<file path="src/rtl/pll_rst_seq.sv">
// PLL reset / lock-qualified two-stage reset-release sequencer with relock counting.
// Optional retry limit: define PLL_RST_SEQ_RETRY_LIMIT_EN to latch o_fail after MAX_RETRY lock timeouts.
module pll_rst_seq #(
  parameter int unsigned PLL_RST_CYC      = 8,
  parameter int unsigned LOCK_TIMEOUT_CYC = 65536,
  parameter int unsigned LOCK_STABLE_CYC  = 1024,
  parameter int unsigned STAGE_GAP_CYC    = 16,
  parameter int unsigned MAX_RETRY        = 3
) (
  input  logic       clk_in,
  input  logic       RSTn,
  input  logic       i_locked,
  output logic       o_pll_reset,
  output logic       o_rst_n_core,
  output logic       o_rst_n_periph,
  output logic       o_ready,
  output logic       o_fail,
  output logic [7:0] o_relock_cnt
);

  localparam int unsigned MAX_AB = (PLL_RST_CYC > LOCK_TIMEOUT_CYC) ? PLL_RST_CYC : LOCK_TIMEOUT_CYC;
  localparam int unsigned MAX_CD = (LOCK_STABLE_CYC > STAGE_GAP_CYC) ? LOCK_STABLE_CYC : STAGE_GAP_CYC;
  localparam int unsigned MAX_P  = (MAX_AB > MAX_CD) ? MAX_AB : MAX_CD;
  localparam int unsigned CW     = (MAX_P > 1) ? $clog2(MAX_P) : 1;

  localparam logic [CW-1:0] PLL_TC    = CW'(PLL_RST_CYC - 1);
  localparam logic [CW-1:0] TIMEOUT_TC = CW'(LOCK_TIMEOUT_CYC - 1);
  localparam logic [CW-1:0] STABLE_TC = CW'(LOCK_STABLE_CYC - 1);
  localparam logic [CW-1:0] GAP_TC    = CW'(STAGE_GAP_CYC - 1);

  typedef enum logic [2:0] {
    S_PLL_RST   = 3'd0,
    S_WAIT_LOCK = 3'd1,
    S_STABLE    = 3'd2,
    S_REL_CORE  = 3'd3,
    S_RUN       = 3'd4
`ifdef PLL_RST_SEQ_RETRY_LIMIT_EN
    ,S_FAIL     = 3'd5
`endif
  } state_t;

  state_t        state, state_nxt;
  logic [CW-1:0] cnt, cnt_nxt;
  logic          sync1, locked;
  logic          relock_inc;
  logic          pll_nxt, core_nxt, run_nxt;

`ifdef PLL_RST_SEQ_RETRY_LIMIT_EN
  localparam int unsigned RW = (MAX_RETRY > 1) ? $clog2(MAX_RETRY + 1) : 1;
  localparam logic [RW-1:0] RETRY_TC = RW'(MAX_RETRY - 1);
  logic [RW-1:0] retry, retry_nxt;
`endif

  always_ff @(posedge clk_in or negedge RSTn) begin
    if (!RSTn) begin
      sync1  <= 1'b0;
      locked <= 1'b0;
    end else begin
      sync1  <= i_locked;
      locked <= sync1;
    end
  end

  always_ff @(posedge clk_in or negedge RSTn) begin
    if (!RSTn) begin
      state <= S_PLL_RST;
      cnt   <= '0;
`ifdef PLL_RST_SEQ_RETRY_LIMIT_EN
      retry <= '0;
`endif
    end else begin
      state <= state_nxt;
      cnt   <= cnt_nxt;
`ifdef PLL_RST_SEQ_RETRY_LIMIT_EN
      retry <= retry_nxt;
`endif
    end
  end

  always_comb begin
    state_nxt  = state;
    cnt_nxt    = cnt;
    relock_inc = 1'b0;
`ifdef PLL_RST_SEQ_RETRY_LIMIT_EN
    retry_nxt  = retry;
`endif
    case (state)
      S_PLL_RST: begin
        if (cnt == PLL_TC) begin
          state_nxt = S_WAIT_LOCK;
          cnt_nxt   = '0;
        end else begin
          cnt_nxt = cnt + 1'b1;
        end
      end
      S_WAIT_LOCK: begin
        // The lock-high sample that leaves WAIT_LOCK is the first of the stability window.
        if (locked) begin
          if (LOCK_STABLE_CYC == 1) begin
            state_nxt = S_REL_CORE;
            cnt_nxt   = '0;
`ifdef PLL_RST_SEQ_RETRY_LIMIT_EN
            retry_nxt = '0;
`endif
          end else begin
            state_nxt = S_STABLE;
            cnt_nxt   = CW'(1);
          end
        end else if (cnt == TIMEOUT_TC) begin
          cnt_nxt = '0;
`ifdef PLL_RST_SEQ_RETRY_LIMIT_EN
          if (retry == RETRY_TC) begin
            state_nxt = S_FAIL;
          end else begin
            state_nxt = S_PLL_RST;
            retry_nxt = retry + 1'b1;
          end
`else
          state_nxt = S_PLL_RST;
`endif
        end else begin
          cnt_nxt = cnt + 1'b1;
        end
      end
      S_STABLE: begin
        if (!locked) begin
          state_nxt = S_WAIT_LOCK;
          cnt_nxt   = '0;
        end else if (cnt == STABLE_TC) begin
          state_nxt = S_REL_CORE;
          cnt_nxt   = '0;
`ifdef PLL_RST_SEQ_RETRY_LIMIT_EN
          retry_nxt = '0;
`endif
        end else begin
          cnt_nxt = cnt + 1'b1;
        end
      end
      S_REL_CORE: begin
        if (!locked) begin
          state_nxt  = S_PLL_RST;
          cnt_nxt    = '0;
          relock_inc = 1'b1;
        end else if (cnt == GAP_TC) begin
          state_nxt = S_RUN;
          cnt_nxt   = '0;
        end else begin
          cnt_nxt = cnt + 1'b1;
        end
      end
      S_RUN: begin
        if (!locked) begin
          state_nxt  = S_PLL_RST;
          cnt_nxt    = '0;
          relock_inc = 1'b1;
        end
      end
`ifdef PLL_RST_SEQ_RETRY_LIMIT_EN
      S_FAIL: begin
        state_nxt = S_FAIL;
        cnt_nxt   = '0;
      end
`endif
      default: begin
        state_nxt = S_PLL_RST;
        cnt_nxt   = '0;
      end
    endcase

    // Outputs are registered from the next state so they change on the transition edge.
    pll_nxt  = (state_nxt == S_PLL_RST);
`ifdef PLL_RST_SEQ_RETRY_LIMIT_EN
    if (state_nxt == S_FAIL) pll_nxt = 1'b1;
`endif
    core_nxt = (state_nxt == S_REL_CORE) || (state_nxt == S_RUN);
    run_nxt  = (state_nxt == S_RUN);
  end

  always_ff @(posedge clk_in or negedge RSTn) begin
    if (!RSTn) begin
      o_pll_reset    <= 1'b1;
      o_rst_n_core   <= 1'b0;
      o_rst_n_periph <= 1'b0;
      o_ready        <= 1'b0;
      o_relock_cnt   <= '0;
    end else begin
      o_pll_reset    <= pll_nxt;
      o_rst_n_core   <= core_nxt;
      o_rst_n_periph <= run_nxt;
      o_ready        <= run_nxt;
      if (relock_inc && (o_relock_cnt != 8'hFF))
        o_relock_cnt <= o_relock_cnt + 8'd1;
    end
  end

`ifdef PLL_RST_SEQ_RETRY_LIMIT_EN
  always_ff @(posedge clk_in or negedge RSTn) begin
    if (!RSTn) o_fail <= 1'b0;
    else       o_fail <= (state_nxt == S_FAIL);
  end
`else
  assign o_fail = 1'b0;
`endif

endmodule
</file>
<file path="config.mk">
export PLATFORM = sky130hd
export DESIGN_NAME = pll_rst_seq
export DESIGN_NICKNAME = d
export VERILOG_FILES = /design/src/rtl/pll_rst_seq.sv
export SDC_FILE = /design/constraint.sdc
export NUM_CORES = 1
export LEC_CHECK = 0
export CORE_UTILIZATION = 30
export CTS_CLUSTER_DIAMETER = 200
export DETAILED_ROUTE_END_ITERATION = 10
export PLACE_DENSITY = 0.47
export SETUP_SLACK_MARGIN = 0.02
export SYNTH_ARGS = -nofsm -noshare
export SYNTH_HDL_FRONTEND = slang
export SYNTH_SLANG_ARGS = --single-unit
</file>
<file path="constraint.sdc">
create_clock -name clk_in -period 1.95 [get_ports clk_in]
set_input_delay 0.195 -clock clk_in [delete_from_list [all_inputs] [get_ports clk_in]]
set_output_delay 0.195 -clock clk_in [all_outputs]
set_load 0.1 [all_outputs]
</file>
==> results of run 1 <==
## final cells by class
cell class | instances | area (sq um) | share of cell area (%)
Multi-Input combinational cell | 154 | 1080 | 42.4
Sequential cell | 32 | 815 | 32.0
Timing Repair Buffer | 53 | 430 | 16.9
Clock buffer | 8 | 100 | 3.94
Tap cell | 75 | 93.8 | 3.69
Inverter | 7 | 26.3 | 1.03
## worst register-to-register path: stages (launching register included)
cell,delay [ns]
dfrtp_1,0.38
or4_4,0.59
nor4_4,0.36
o22ai_4,0.19
buf_6,0.16
o21ai_2,0.10
o211ai_1,0.11
## worst paths after layout
kind,slack [ns],cells after the start,end,start
setup / recovery,-0.07,6,cnt[10]$_DFFE_PN0P_,cnt[8]$_DFFE_PN0P_
hold / removal,0.27,2,cnt[9]$_DFFE_PN0P_,RSTn
setup reg to reg,-0.07,6,cnt[10]$_DFFE_PN0P_,cnt[8]$_DFFE_PN0P_
hold reg to reg,0.35,0,locked$_DFF_PN0_,sync1$_DFF_PN0_
max in group asynchronous,1.42,2,o_pll_reset$_DFF_PN1_,RSTn
min in group clk_in,0.35,0,locked$_DFF_PN0_,sync1$_DFF_PN0_
## placed cells by master (no fill, tap or decap), types with 5 or more instances in the layout
cell type,n
clkbuf_8,7
buf_4,46
dfrtp_1,25
o22ai_2,8
o21ai_1,5
nand3_1,11
inv_1,7
nand4_1,6
nor2_1,15
xor2_1,6
nand2_1,34
nor3_1,5
## stage by stage
| stage | TNS (ns) | power [uW] | cell area (sq um) | setup slack (ns) | instances |
|---|---|---|---|---|---|
| 2_1_floorplan | -0.00466 | 1520 | 1880 | -0.00466 | 205 |
| 3_3_place_gp | -0.790 | 1900 | 2300 | -0.0991 | 320 |
| 3_5_place_dp | -1.03 | 1890 | 2300 | -0.103 | 320 |
| 4_1_cts | -1.23 | 2660 | 2520 | -0.100 | 329 |
| 5_1_grt | -2.39 | 2810 | 2540 | -0.159 | 329 |
| 6_report | -0.749 | 2650 | 2540 | -0.0686 | 329 |
## Yosys cell counts, drive strengths merged (3+ instances only)
master,n,share of area [%]
nand2,34,7.0
dfrtp,31,43
nor2,17,3.6
o21ai,12,3.3
nand3,11,3.0
o22ai,9,3.4
clkbuf,7,1.4
inv,7,1.4
nor4,7,3.6
nand4,6,2.1
xor2,6,2.9
buf,5,2.0
nor3,5,1.4
and2,4,1.4
and3,4,1.4
nor2b,4,1.4
o211ai,4,1.6
or4,4,2.3
xnor2,3,1.4
## flip-flops by register name (all words and copies together) (netlist names)
name          count
state             3
o_ready           1
locked            1
o_pll_reset       1
o_rst_n_core      1
sync1             1
cnt              16
o_relock_cnt      8
## timing repair
item | in CTS | in global routing
setup buffers | 1 | 0
pin swaps | 30 | 11
resized for setup | 21 | 7
endpoints found under the setup margin | 19 | 22
hold buffers | 0 | 0
## kinds of logic after synthesis
group	Yosys count	synth area share, %
adders and majority gates	2	1.37
xor gates and xnor gates	9	4.33
muxes	1	0.618
other	1	0.206
buffers and inverters	19	4.88
DFF	32	44.0
AOI/OAI and AO/OA	34	12.6
and+or+nand+nor	107	32.0
## metal layers
layer / up-vias / global-route usage (%) / share of wire (%)
li1: 821 / - / -
met1: 802 / 21.8 / 50
met2: 18 / 25.6 / 46
met3: 5 / 3.43 / 3.2
met4: 0 / 6.07 / 1.1
met5: - / 0 / 0
## power groups by stage
stage                     Combinational, uW  Clock (uW)  Sequential (uW)
after floorplan                         426           0             1090
after global placement                 1030           0              868
after detailed placement               1020           0              871
after CTS                              1200         593              859
after global routing                   1310         621              876
final                                  1220         576              857
==> run summary, run 1 <==
The run finished, with violations left. The final reports fail on setup timing. The register bit count reported by yosys came out at 32. Setup violations remaining at the end of the flow were counted as 17. The synthesized area per cell came out at 8.89 sq um. In the routed design, unresolved DRC markers number 0.

The post-synth net total came out at 210. The fraction of final layout cells sized beyond drive strength 1 came out at 37.0%. The count of synthesis-stage warnings from yosys is 0.

The number of buffers on the longest clock path came out at 2. The height of the die came out at 79.9 um. The switching share of power came out at 40.2%. The post-synthesis instance area is 1820 sq um. The nature of the critical path startpoint is a register. The number of inserted filler cells in the final layout came out at 593. Timing would allow up to 0.495 GHz. The core region is 5890 sq um.

The critical path buffer and inverter count came out at 1. The number of buffers inserted during clock tree synthesis came out at 5. The data arrival time at the worst-slack endpoint is 2.17 ns. Along the worst path, the maximum fanout reaches 8. The share of total power dissipated in the clock network is 21.7%.

The normalized max-slew margin came out at 66.3%. Once the floorplan was initialized, standard cells occupied 31.0% of the core. The share of power burned in registers came out at 32.3%.

The maximum VDD drop is 0.000655 V. The internal cell power came out at 1590 uW. The part of the total power dissipated in combinational logic is 46.0%. Compared with the post-synthesis result, the final layout area differs by 39.6%. The clock latency reported for the late side of the worst-skew pair came out at 0.29 ns. The total power density per cell area came out at 1040 nW/um^2. The analysis attributes to net switching a power of 1070 uW. The kind of cell with the highest combined delay along the critical path is simple AND/OR/NAND/NOR gates. For the pin with the worst max-slew slack, the measured transition is 0.503 ns. TritonCTS built the clock tree.

The delay of the slowest cell on the worst path is 0.59 ns. In this run the horizontal extent of the chip is 79.9 um. The number of different library cells in the post-synthesis netlist came out at 47. Sequential elements use 44.0% of the synthesized area. Setup repair after global routing could not meet its margin everywhere. The max-cap violation count is 0. The top-level port count came out at 16. STA puts the critical path data required time at 2.10 ns. The initial detailed-routing violation count came out at 82. The routed wirelength normalized by instance count came out at 14.0 um.

The total number of H-tree levels is 2. Among all flip-flop cells after synthesis, the most frequent one is dfrtp_1. The antenna diode count is 0.

The global placement routability congestion is 0.791. The number of rows in the core area is 28. The final period demand of the worst path is 2.02 ns.

Once detailed placement completed, the half-perimeter wirelength came to 3.26 mm. The vias after detailed routing is 1,646. The worst setup path is of the register to register kind.

The critical path goes through or4_4 > nor4_4 > o22ai_4 > buf_6 > o21ai_2 > o211ai_1. The via count of the first global-routing pass came out at 1,614. The worst hold slack across all endpoints came out at 0.272 ns.

The final worst setup slack is -0.0686 ns. For this run, the total global-route usage over all layers was measured as 16.3%. The total congestion overflow after global routing is 0. The number of input and output port buffers inserted is 14. The ratio of routed vias to standard cells is 5.00. The floorplan die area came out at 6390 sq um. The first global-routing pass estimated 7.85 mm of wire. The largest individual stage delay along the critical path comes from the cell or4_4.

The number of routed nets with antenna violations came out at 0. The async set-reset flop share out of synthesis is 100%. The total count of max-transition violations in the final report is 0. The clock sink count came out at 32.

The final clock period utilization by the worst path came out at 104%. For this run, the share of the core covered by cells in the final layout is 43.2%. The worst setup path is captured at a register. The clock skew is 0.00946 ns.

Clock tree synthesis selected as its root buffer the cell clkbuf_8. The number of iterations in the first detailed-routing pass is 4. Entering global routing, the biggest net connects 33 pins. The count of mapped cells out of synthesis came out at 205. The leakage dissipation came out at 0.00120 uW. In this run, synthesis inferred 0 flip-flops with an integrated enable. The routed wire length came out at 4.60 mm. In the final design database the tool counted 258 nets. The worst hold path belongs to the class primary input to async pin. The number of antenna violations at the first check in global routing came out at 0. The number of failing hold endpoints at the final stage came out at 0. The CTS clock-pin slew for the worst setup and hold paths is 0.07 ns.
No activity file was read; power rests on OpenSTA's default activity.
==> inputs of run 2 (changes only) <==
--- a/config.mk
+++ b/config.mk
@@ -9,7 +9,7 @@
 export CTS_CLUSTER_DIAMETER = 200
 export DETAILED_ROUTE_END_ITERATION = 10
 export PLACE_DENSITY = 0.47
-export SETUP_SLACK_MARGIN = 0.02
+export REMOVE_ABC_BUFFERS = 1
 export SYNTH_ARGS = -nofsm -noshare
 export SYNTH_HDL_FRONTEND = slang
 export SYNTH_SLANG_ARGS = --single-unit
==> run summary, run 2 (synthesis results as in run 1) <==
The number of inserted filler cells in the final layout came out at 611 (+3.0%). The die width is 79.9 um (unchanged). The global-route wire length before repair is 7.94 mm (+1.2%). The number of rows in the core area is 28 (unchanged). The total power density per cell area is 1080 nW/um^2 (+3.2%). The height of the die came to 79.9 um (unchanged). The total congestion overflow after global routing is 0 (unchanged).

The post-detailed-placement half-perimeter wirelength is 3.19 mm (-2.2%). The residual DRC count was 0 (unchanged). The routed wire length was 4.62 mm (+0.52%). The total number of H-tree levels came out at 2 (unchanged).

The number of buffers inserted during clock tree synthesis came out at 5 (unchanged). The worst setup path is captured at a register. The number of input and output port buffers inserted came out at 14 (unchanged). The number of iterations in the first detailed-routing pass was 4 (unchanged). Leaving out fill and tap cells, the most frequent cell in the layout is buf_4.

The floorplan die area is 6390 sq um (unchanged). The post-layout instance count excluding filler cells is 326 (-0.91%). The initial cell density of the core came out at 31.0% (unchanged). The clock skew came out at 0.00980 ns (+0.000340 ns). Counting flops per register, the top entry is cnt. The number of antenna violations at the first check in global routing came out at 0 (unchanged). The area growth from synthesis to layout is 34.9%. The cts-stage hold buffer count is 0 (unchanged). The data arrival time at the worst-slack endpoint is 2.15 ns (-0.02 ns).

The worst setup path is of the register to register kind. The highest attainable clock frequency came out at 0.504 GHz (+1.7%). The final period demand of the worst path is 1.98 ns (-0.0345 ns).

The clock sink count came out at 32 (unchanged). The post-route core utilization is 41.8% (-1.4 points). The data required time of the critical path came to 2.12 ns (+0.02 ns). The final clock period utilization by the worst path came out at 102% (-1.8 points).

The clock latency reported for the late side of the worst-skew pair is 0.30 ns (about the same). The leakage dissipation was 0.00117 uW (-2.6%). The final number of setup-violating endpoints is 7 (-10). The placeable core region is 5890 sq um (unchanged). The highest net fanout along the worst path is 6 (-2). The number of buffers on the longest clock path came out at 2 (unchanged). The fraction of final layout cells sized beyond drive strength 1 came out at 31.9% (-5.1 points). The routed wirelength normalized by instance count is 14.2 um (+1.4%). The vias after detailed routing is 1,644 (-0.12%). The path class of the tightest hold or removal check is primary input to async pin. The global-route usage over all layers came to 16.6% (+0.31 points). The count of placed standard cells including taps is 316 (-1.3%). The largest net degree at the start of global routing is 33 (unchanged). The top-level port count was 16 (unchanged). The final worst setup slack is -0.0340 ns (+0.0345 ns). The max-cap violation count is 0 (unchanged). The maximum VDD drop came out at 0.000521 V (-20%).

The CTS clock-pin slew for the worst setup and hold paths was 0.08 ns (about the same). The number of failing hold endpoints at the final stage is 0 (unchanged). The global placement routability congestion is 0.793 (+0.25%). TritonCTS built the clock tree. The antenna diode count was 0 (unchanged). In the final layout, the registers with the most flip-flops are cnt: 16 flops, o_relock_cnt: 8 flops, state: 3 flops. The worst hold slack across all endpoints is 0.297 ns (+0.0248 ns). In the layout the commonest cells are 45 x buf_4, 34 x nand2_1, 31 x dfrtp_1.

The number of routed nets with antenna violations is 0 (unchanged). The flow ran to the end, but the final reports show violations. The number of flip-flops in the largest register was 16 (unchanged). The initial detailed-routing violation count is 98 (+20%). Setup repair after global routing could not meet its margin everywhere. The cell at the root of the clock tree is clkbuf_8.

The worst slack at placement came to -0.114 ns (-0.0109 ns). The ratio of routed vias to standard cells came out at 5.04 (+0.80%). The number of nets in the layout came out at 255 (-1.2%). The worst setup path is launched from a register.

The total count of max-transition violations in the final report is 0 (unchanged). The checks that failed: setup timing. The via count of the first global-routing pass was 1,644 (+1.9%).
[run 2: stage by stage]
stage	cell area, sq um	power [uW]	TNS (ns)
after global routing	2460	2800	-1.65
after floorplan	1760	1440	-4.72
after detailed placement	2220	1850	-1.39
after CTS	2360	2540	-0.679
final	2460	2650	-0.120
after global placement	2220	1850	-0.872
[run 2: what timing repair did]
action,CTS,global route
pin swaps,4,21
endpoints found under the setup margin,19,20
gates resized for setup,4,20
buffers inserted,0,2
[run 2: worst paths after layout]
check | startpoint | endpoint | slack, ns | depth (start not counted)
max | cnt[10]$_DFFE_PN0P_ | cnt[10]$_DFFE_PN0P_ | -0.03 | 6
min | RSTn | cnt[14]$_DFFE_PN0P_ | 0.30 | 2
max reg2reg | cnt[10]$_DFFE_PN0P_ | cnt[10]$_DFFE_PN0P_ | -0.03 | 6
min reg2reg | sync1$_DFF_PN0_ | locked$_DFF_PN0_ | 0.35 | 0
max in group asynchronous | RSTn | o_pll_reset$_DFF_PN1_ | 1.31 | 2
min in group clk_in | i_locked | sync1$_DFF_PN0_ | 0.34 | 1
[run 2: layer usage]
metal  vias up  share of wire (%)  track usage [%]
met2        28                 46             27.2
met5         -                  0                0
met4         0                1.6             6.43
met1       790                 49             21.3
li1        818                  -                -
met3         8                3.2             3.43
[run 2: layout make-up]
cell class,instances,area [sq um],area share (%)
Sequential cell,32,802,32.6
Clock inverter,3,42.5,1.73
Multi-Input combinational cell,154,1030,42.0
Clock buffer,5,68.8,2.80
Timing Repair Buffer,50,392,15.9
Tap cell,75,93.8,3.82
Inverter,7,26.3,1.07
[run 2: critical path, cell delays in order (launching register included)]
cell      delay [ns]
dfrtp_1         0.38
or4_4           0.59
nor4_4          0.32
o22ai_2         0.16
buf_6           0.17
o21ai_1         0.13
o211ai_1        0.10
[run 2: report_power, final]
group | leakage (uW) | internal [uW] | switching (uW)
registers | 0.000431 | 758 | 71.2
logic | 0.000687 | 455 | 716
clock network | 0.0000541 | 378 | 270
